File: src/rtl/int_muldiv_unit.sv
// Iterative RV32M/RV64M multiply/divide unit: radix-2 shift-add multiplier and
// restoring divider on operand magnitudes, with sign fix-up and a zero/overflow fast path.
module int_muldiv_unit #(
  parameter int unsigned XLEN         = 32,
  parameter int unsigned ROB_ID_WIDTH = 4,
  parameter bit          EARLY_OUT    = 1'b1
) (
  input  logic                    clk,
  input  logic                    rst_aH,
  input  logic                    issue_valid,
  output logic                    issue_ready,
  input  logic [2:0]              funct3,
  input  logic [XLEN-1:0]         src1,
  input  logic [XLEN-1:0]         src2,
  input  logic [ROB_ID_WIDTH-1:0] instr_rob_id_in,
  input  logic                    flush,
  output logic                    result_valid,
  input  logic                    result_ready,
  output logic [ROB_ID_WIDTH-1:0] instr_rob_id_out,
  output logic [XLEN-1:0]         dst
);

  localparam int unsigned CntW = $clog2(XLEN) + 1;

  typedef enum logic [1:0] {StIdle, StCalc, StFix, StDone} state_e;

  state_e                  state_q, state_d;
  logic [2:0]              op_q, op_d;
  logic [ROB_ID_WIDTH-1:0] rob_q, rob_d;
  logic                    neg1_q, neg1_d, neg2_q, neg2_d;
  logic [XLEN-1:0]         op2_q, op2_d;
  logic [2*XLEN-1:0]       acc_q, acc_d;
  logic [XLEN-1:0]         rem_q, rem_d;
  logic [CntW-1:0]         cnt_q, cnt_d;
  logic [XLEN-1:0]         res_q, res_d;

  logic            s1_signed, s2_signed, src1_neg, src2_neg;
  logic [XLEN-1:0] mag1, mag2;
  logic            div_zero, div_ovf, mul_zero, fast;
  logic [XLEN-1:0] fast_res;
  logic [XLEN:0]   mul_sum, div_part;
  logic            div_ge;
  logic [XLEN-1:0] div_rem;
  logic [2*XLEN-1:0] prod;
  logic [XLEN-1:0] quot, remv, fix_res;

  assign s1_signed = funct3[2] ? ~funct3[0] : ~(funct3[1] & funct3[0]);
  assign s2_signed = funct3[2] ? ~funct3[0] : ~funct3[1];
  assign src1_neg  = s1_signed & src1[XLEN-1];
  assign src2_neg  = s2_signed & src2[XLEN-1];
  assign mag1      = src1_neg ? -src1 : src1;
  assign mag2      = src2_neg ? -src2 : src2;

  assign div_zero = funct3[2] && (src2 == '0);
  assign div_ovf  = funct3[2] && !funct3[0] && (src1 == {1'b1, {(XLEN-1){1'b0}}}) &&
                    (src2 == {XLEN{1'b1}});
  assign mul_zero = EARLY_OUT && !funct3[2] && ((src1 == '0) || (src2 == '0));
  assign fast     = div_zero | div_ovf | mul_zero;

  always_comb begin
    fast_res = '0;
    if (div_zero) begin
      fast_res = funct3[1] ? src1 : {XLEN{1'b1}};
    end else if (div_ovf) begin
      fast_res = funct3[1] ? '0 : src1;
    end
  end

  // Multiplier sits in the low half of acc and shifts out as the product shifts in.
  assign mul_sum  = {1'b0, acc_q[2*XLEN-1:XLEN]} + (acc_q[0] ? {1'b0, op2_q} : {(XLEN+1){1'b0}});
  // Dividend bits shift out of the low half of acc; quotient bits shift in behind them.
  assign div_part = {rem_q, acc_q[XLEN-1]};
  assign div_ge   = div_part >= {1'b0, op2_q};
  assign div_rem  = div_ge ? XLEN'(div_part - {1'b0, op2_q}) : div_part[XLEN-1:0];

  assign prod = (neg1_q ^ neg2_q) ? -acc_q : acc_q;
  assign quot = (neg1_q ^ neg2_q) ? -acc_q[XLEN-1:0] : acc_q[XLEN-1:0];
  assign remv = neg1_q ? -rem_q : rem_q;

  always_comb begin
    fix_res = '0;
    unique case (op_q)
      3'b000:                 fix_res = prod[XLEN-1:0];
      3'b001, 3'b010, 3'b011: fix_res = prod[2*XLEN-1:XLEN];
      3'b100, 3'b101:         fix_res = quot;
      default:                fix_res = remv;
    endcase
  end

  assign issue_ready      = (state_q == StIdle) & ~flush;
  assign result_valid     = (state_q == StDone) & ~flush;
  assign instr_rob_id_out = rob_q;
  assign dst              = res_q;

  always_comb begin
    state_d = state_q;
    op_d    = op_q;
    rob_d   = rob_q;
    neg1_d  = neg1_q;
    neg2_d  = neg2_q;
    op2_d   = op2_q;
    acc_d   = acc_q;
    rem_d   = rem_q;
    cnt_d   = cnt_q;
    res_d   = res_q;
    unique case (state_q)
      StIdle: begin
        if (issue_valid && issue_ready) begin
          op_d   = funct3;
          rob_d  = instr_rob_id_in;
          neg1_d = src1_neg;
          neg2_d = src2_neg;
          op2_d  = mag2;
          acc_d  = {{XLEN{1'b0}}, mag1};
          rem_d  = '0;
          cnt_d  = '0;
          if (fast) begin
            res_d   = fast_res;
            state_d = StDone;
          end else begin
            state_d = StCalc;
          end
        end
      end
      StCalc: begin
        if (op_q[2]) begin
          rem_d = div_rem;
          acc_d = {acc_q[2*XLEN-1:XLEN], acc_q[XLEN-2:0], div_ge};
        end else begin
          acc_d = {mul_sum, acc_q[XLEN-1:1]};
        end
        cnt_d = cnt_q + CntW'(1);
        if (cnt_q == CntW'(XLEN - 1)) begin
          state_d = StFix;
        end
      end
      StFix: begin
        res_d   = fix_res;
        state_d = StDone;
      end
      StDone: begin
        if (result_valid && result_ready) begin
          state_d = StIdle;
        end
      end
      default: state_d = StIdle;
    endcase
    if (flush) begin
      state_d = StIdle;
    end
  end

  always_ff @(posedge clk or posedge rst_aH) begin
    if (rst_aH) begin
      state_q <= StIdle;
      op_q    <= '0;
      rob_q   <= '0;
      neg1_q  <= 1'b0;
      neg2_q  <= 1'b0;
      op2_q   <= '0;
      acc_q   <= '0;
      rem_q   <= '0;
      cnt_q   <= '0;
      res_q   <= '0;
    end else begin
      state_q <= state_d;
      op_q    <= op_d;
      rob_q   <= rob_d;
      neg1_q  <= neg1_d;
      neg2_q  <= neg2_d;
      op2_q   <= op2_d;
      acc_q   <= acc_d;
      rem_q   <= rem_d;
      cnt_q   <= cnt_d;
      res_q   <= res_d;
    end
  end

endmodule

File: config.mk
export PLATFORM = sky130hd
export DESIGN_NAME = int_muldiv_unit
export DESIGN_NICKNAME = d
export VERILOG_FILES = /design/src/rtl/int_muldiv_unit.sv
export SDC_FILE = /design/constraint.sdc
export NUM_CORES = 1
export LEC_CHECK = 0
export CAP_MARGIN = 20
export CORE_MARGIN = 4
export CORE_UTILIZATION = 60
export DETAILED_ROUTE_END_ITERATION = 12
export GPL_TIMING_DRIVEN = 1
export PLACE_DENSITY_LB_ADDON = 0.25
export SLEW_MARGIN = 25
export SYNTH_ARGS = -nofsm -noshare
export SYNTH_HDL_FRONTEND = slang
export SYNTH_SLANG_ARGS = --single-unit
export TNS_END_PERCENT = 20
File: constraint.sdc
create_clock -name clk -period 9 [get_ports clk]
set_input_delay 1.8 -clock clk [delete_from_list [all_inputs] [get_ports clk]]
set_output_delay 1.8 -clock clk [all_outputs]
set_load 0.1 [all_outputs]
==> results.py <==
metrics = {
    "logic_synthesis": {
        "ys_warn_count": 0,
        "synth.largest_area_cell": "dfrtp_1",
        "yosysUniqueCellTypes": 85,
        "syn_area_sq_um": 15400,
        "synth_nets": 2071,
        "synth_area_per_cell_sq_um": 8.02,
        "synth_top_flop_cell": "dfrtp_1",
        "synth_top_area_share_pct": 28.8,
        "synth-seq-cells": 177,
        "synth_common_cells": "188 x nand2_1, 177 x dfrtp_1, 177 x o21ai_0",
        "synthArstFlopShare_pct": 100,
        "netlist_instances": 1919,
        "synth-edff-count": 0,
        "ys_seq_area_share_pct": 28.8,
        "yosysMostFrequentCell": "nand2_1",
        "ys_top_cells_by_area": "dfrtp_1 29%, ha_1 6.0%, xnor2_1 5.9%, o21ai_0 5.8%, xor2_1 5.3%",
    },
    "sta": {
        "maxSlewHeadroom_pct": 28.7,
        "period_share_pct": 61.5,
        "hold_viol": 0,
        "fin_tns_setup_ps": 0,
        "skew_ps": 16.0,
        "max_freq_ghz": 0.181,
        "setup_viol": 0,
        "min_period_ps": 5530,
        "worst_pin_slew_ps": 1070,
        "drv_slew": 0,
        "hold_ws_ps": 479,
        "layout_setup_ws_ps": 3470,
        "rsz0062_at_grt": "no",
    },
    "floorplan": {
        "coreArea_sq_um": 25200,
        "dieArea_sq_um": 28300,
        "dieHeight_um": 168,
        "fp-row-count": 58,
        "initial_core_util_pct": 61.1,
        "ios": 114,
        "die_width_um": 168,
    },
    "setup_path": {
        "reg2reg_to": "acc_q[59]$_DFFE_PP0P_",
        "reg2reg_from": "acc_q[0]$_DFFE_PP0P_",
        "slowest_delay_ps": 1190,
        "worstSetupPathType": "in -> out",
        "endpoint": "issue_ready",
        "cp.depth": 3,
        "r2r_slack_ps": 4610,
        "start_kind": "input pin",
        "crit_family": "buffers and inverters",
        "crit_slowest_cell": "clkdlybuf4s50_1",
        "cp_common_cell": "clkdlybuf4s50_1",
        "startpoint": "flush",
        "r2r_cells": 13,
        "crit_chain": "clkdlybuf4s50_1 > nor2_1 > clkdlybuf4s50_1",
        "required_ps": 7200,
        "end_kind": "output pin",
        "cp_max_fo": 6,
        "crit_arrival_ps": 3730,
        "cp_num_buf_inv": 2,
    },
    "placed_design": {
        "hpwl_um": 39200,
        "port_buffers": 113,
        "post-place-ws_ps": 3360,
        "routabilityCongestion": 0.999,
    },
    "drt": {
        "antenna_left": 0,
        "drtIter0Drc": 2051,
        "firstDrtPassIters": 6,
        "vias_per_cell": 6.83,
        "routed-via-count": 15718,
        "wirelength_um": 51900,
        "routedWlPerCell_um": 22.6,
        "drc": 0,
    },
    "power": {
        "p_leak_uw": 0.00726,
        "power_density_nw_per_um2": 377,
        "total_power_uw": 6520,
        "vdd_ir_drop_max_uv": 332,
    },
    "status": {
        "status": "completed",
    },
    "clock_network": {
        "clock_latency_ps": 450,
        "cts_setup_buffers": 0,
        "cts.sinks": 177,
        "numCtsBuffers": 17,
        "root_buffer": "clkbuf_16",
        "cts_tree": "yes",
        "cts_hold_buf": 0,
        "h-tree-depth": 4,
        "clockBufferDepth": 2,
        "post_cts_resized": 0,
        "clkTransAtPathRegs_ps": 70,
    },
    "layout": {
        "drive_gt1_share_pct": 5.23,
        "diodes": 0,
        "n_fill_cell": 2093,
        "fin_nets": 2110,
        "final_core_util_pct": 68.7,
        "syn2layout_area_growth_pct": 12.5,
    },
    "global_route": {
        "grt_max_degree": 82,
        "antenna_found_initial": 1,
        "overflow": 0,
        "grt_pass1_vias": 14498,
        "track_usage_pct": 36.0,
        "grt_pass1_wl_um": 81500,
    },
    "hold_path": {
        "hold_class": "reg -> reg",
        "min_path_cells": 2,
    },
    "job": {
        "cap_violations": 0,
    },
}
kinds of logic after synthesis:
logic type                 count (synthesis)  share of synthesized area, %
AOI/OAI and AO/OA                        623                          26.3
xor gates and xnor gates                 196                          11.2
adders and majority gates                 76                          6.28
buffers and inverters                    183                          4.94
DFF                                      177                          28.8
muxes                                     43                          2.86
and+or+nand+nor                          621                          19.7
where the power goes:
part	internal [uW]	leakage, uW	switching (uW)
combinational	1430	0.00471	2800
clock	442	0.000292	355
sequential	1100	0.00226	399
per-layer routing:
layer / up-vias / routed length (um) / track usage (%)
li1: 7148 / - / -
met1: 7462 / 20600 / 48.6
met2: 930 / 22900 / 55.7
met3: 176 / 5620 / 7.14
met4: 2 / 2750 / 17.4
met5: - / 13 / 0
worst min path at each step:
stage | slack, ps | to | startpoint
6_report | 480 | op2_q[8]$_DFFE_PP0P_ | op2_q[8]$_DFFE_PP0P_
5_1_grt | 510 | op2_q[25]$_DFFE_PP0P_ | op2_q[25]$_DFFE_PP0P_
4_1_cts | 490 | op2_q[5]$_DFFE_PP0P_ | op2_q[5]$_DFFE_PP0P_
3_5_place_dp | 470 | op2_q[5]$_DFFE_PP0P_ | op2_q[5]$_DFFE_PP0P_
3_3_place_gp | 460 | op2_q[15]$_DFFE_PP0P_ | op2_q[15]$_DFFE_PP0P_
2_1_floorplan | 450 | op2_q[10]$_DFFE_PP0P_ | op2_q[10]$_DFFE_PP0P_
flip-flops by register name, summed over array words and instances, names as in the netlist:
name / flops
rem_q: 32
op2_q: 32
op_q: 3
neg1_q: 1
instr_rob_id_out: 4
acc_q: 64
cnt_q: 6
dst: 32
neg2_q: 1
state_q: 2
area by class of cell:
class                      count  area [sq um]  area share, %
timing repair buffer         136          1320           7.65
multi-input combinational   1559         10300           59.4
sequential                   177          4430           25.6
clock buffer                  18           429           2.48
inverter                      67           256           1.48
clock inverter                13           176           1.02
tap                          330           413           2.39
worst reg2reg max path: stages (launching register included):
cell and delay (ps):
dfrtp_1 490, inv_1 150, buf_4 350, nor2_1 190, ha_1 390, o211ai_1 140
a211oi_1 390, o21ai_0 250, a21oi_1 490, a211oi_1 190, o31ai_1 680, a21boi_0 240
xnor2_1 180, a22o_1 170
layout by cell type (no fill, tap or decap), drive strengths merged, types with 22 or more instances in the layout:
master	netlist	routed
a21o	28	28
a21oi	127	127
a22o	31	31
a31oi	34	34
buf	20	23
clkdlybuf4s50	0	113
dfrtp	177	177
ha	74	74
inv	67	71
mux2i	35	35
nand2	188	188
nand3	37	37
nand4	36	36
nor2	162	162
nor3	64	64
o211ai	25	25
o21ai	185	185
o22ai	22	22
o31ai	45	45
xnor2	103	103
xor2	93	93
through the flow:
step                area [sq um]  std cells
detailed placement         16700       2268
global placement           16700       2268
global route               17300       2300
finish                     17300       2300
floorplan                  15400       1919
CTS                        17300       2299
No activity file was read; power rests on OpenSTA's default activity.
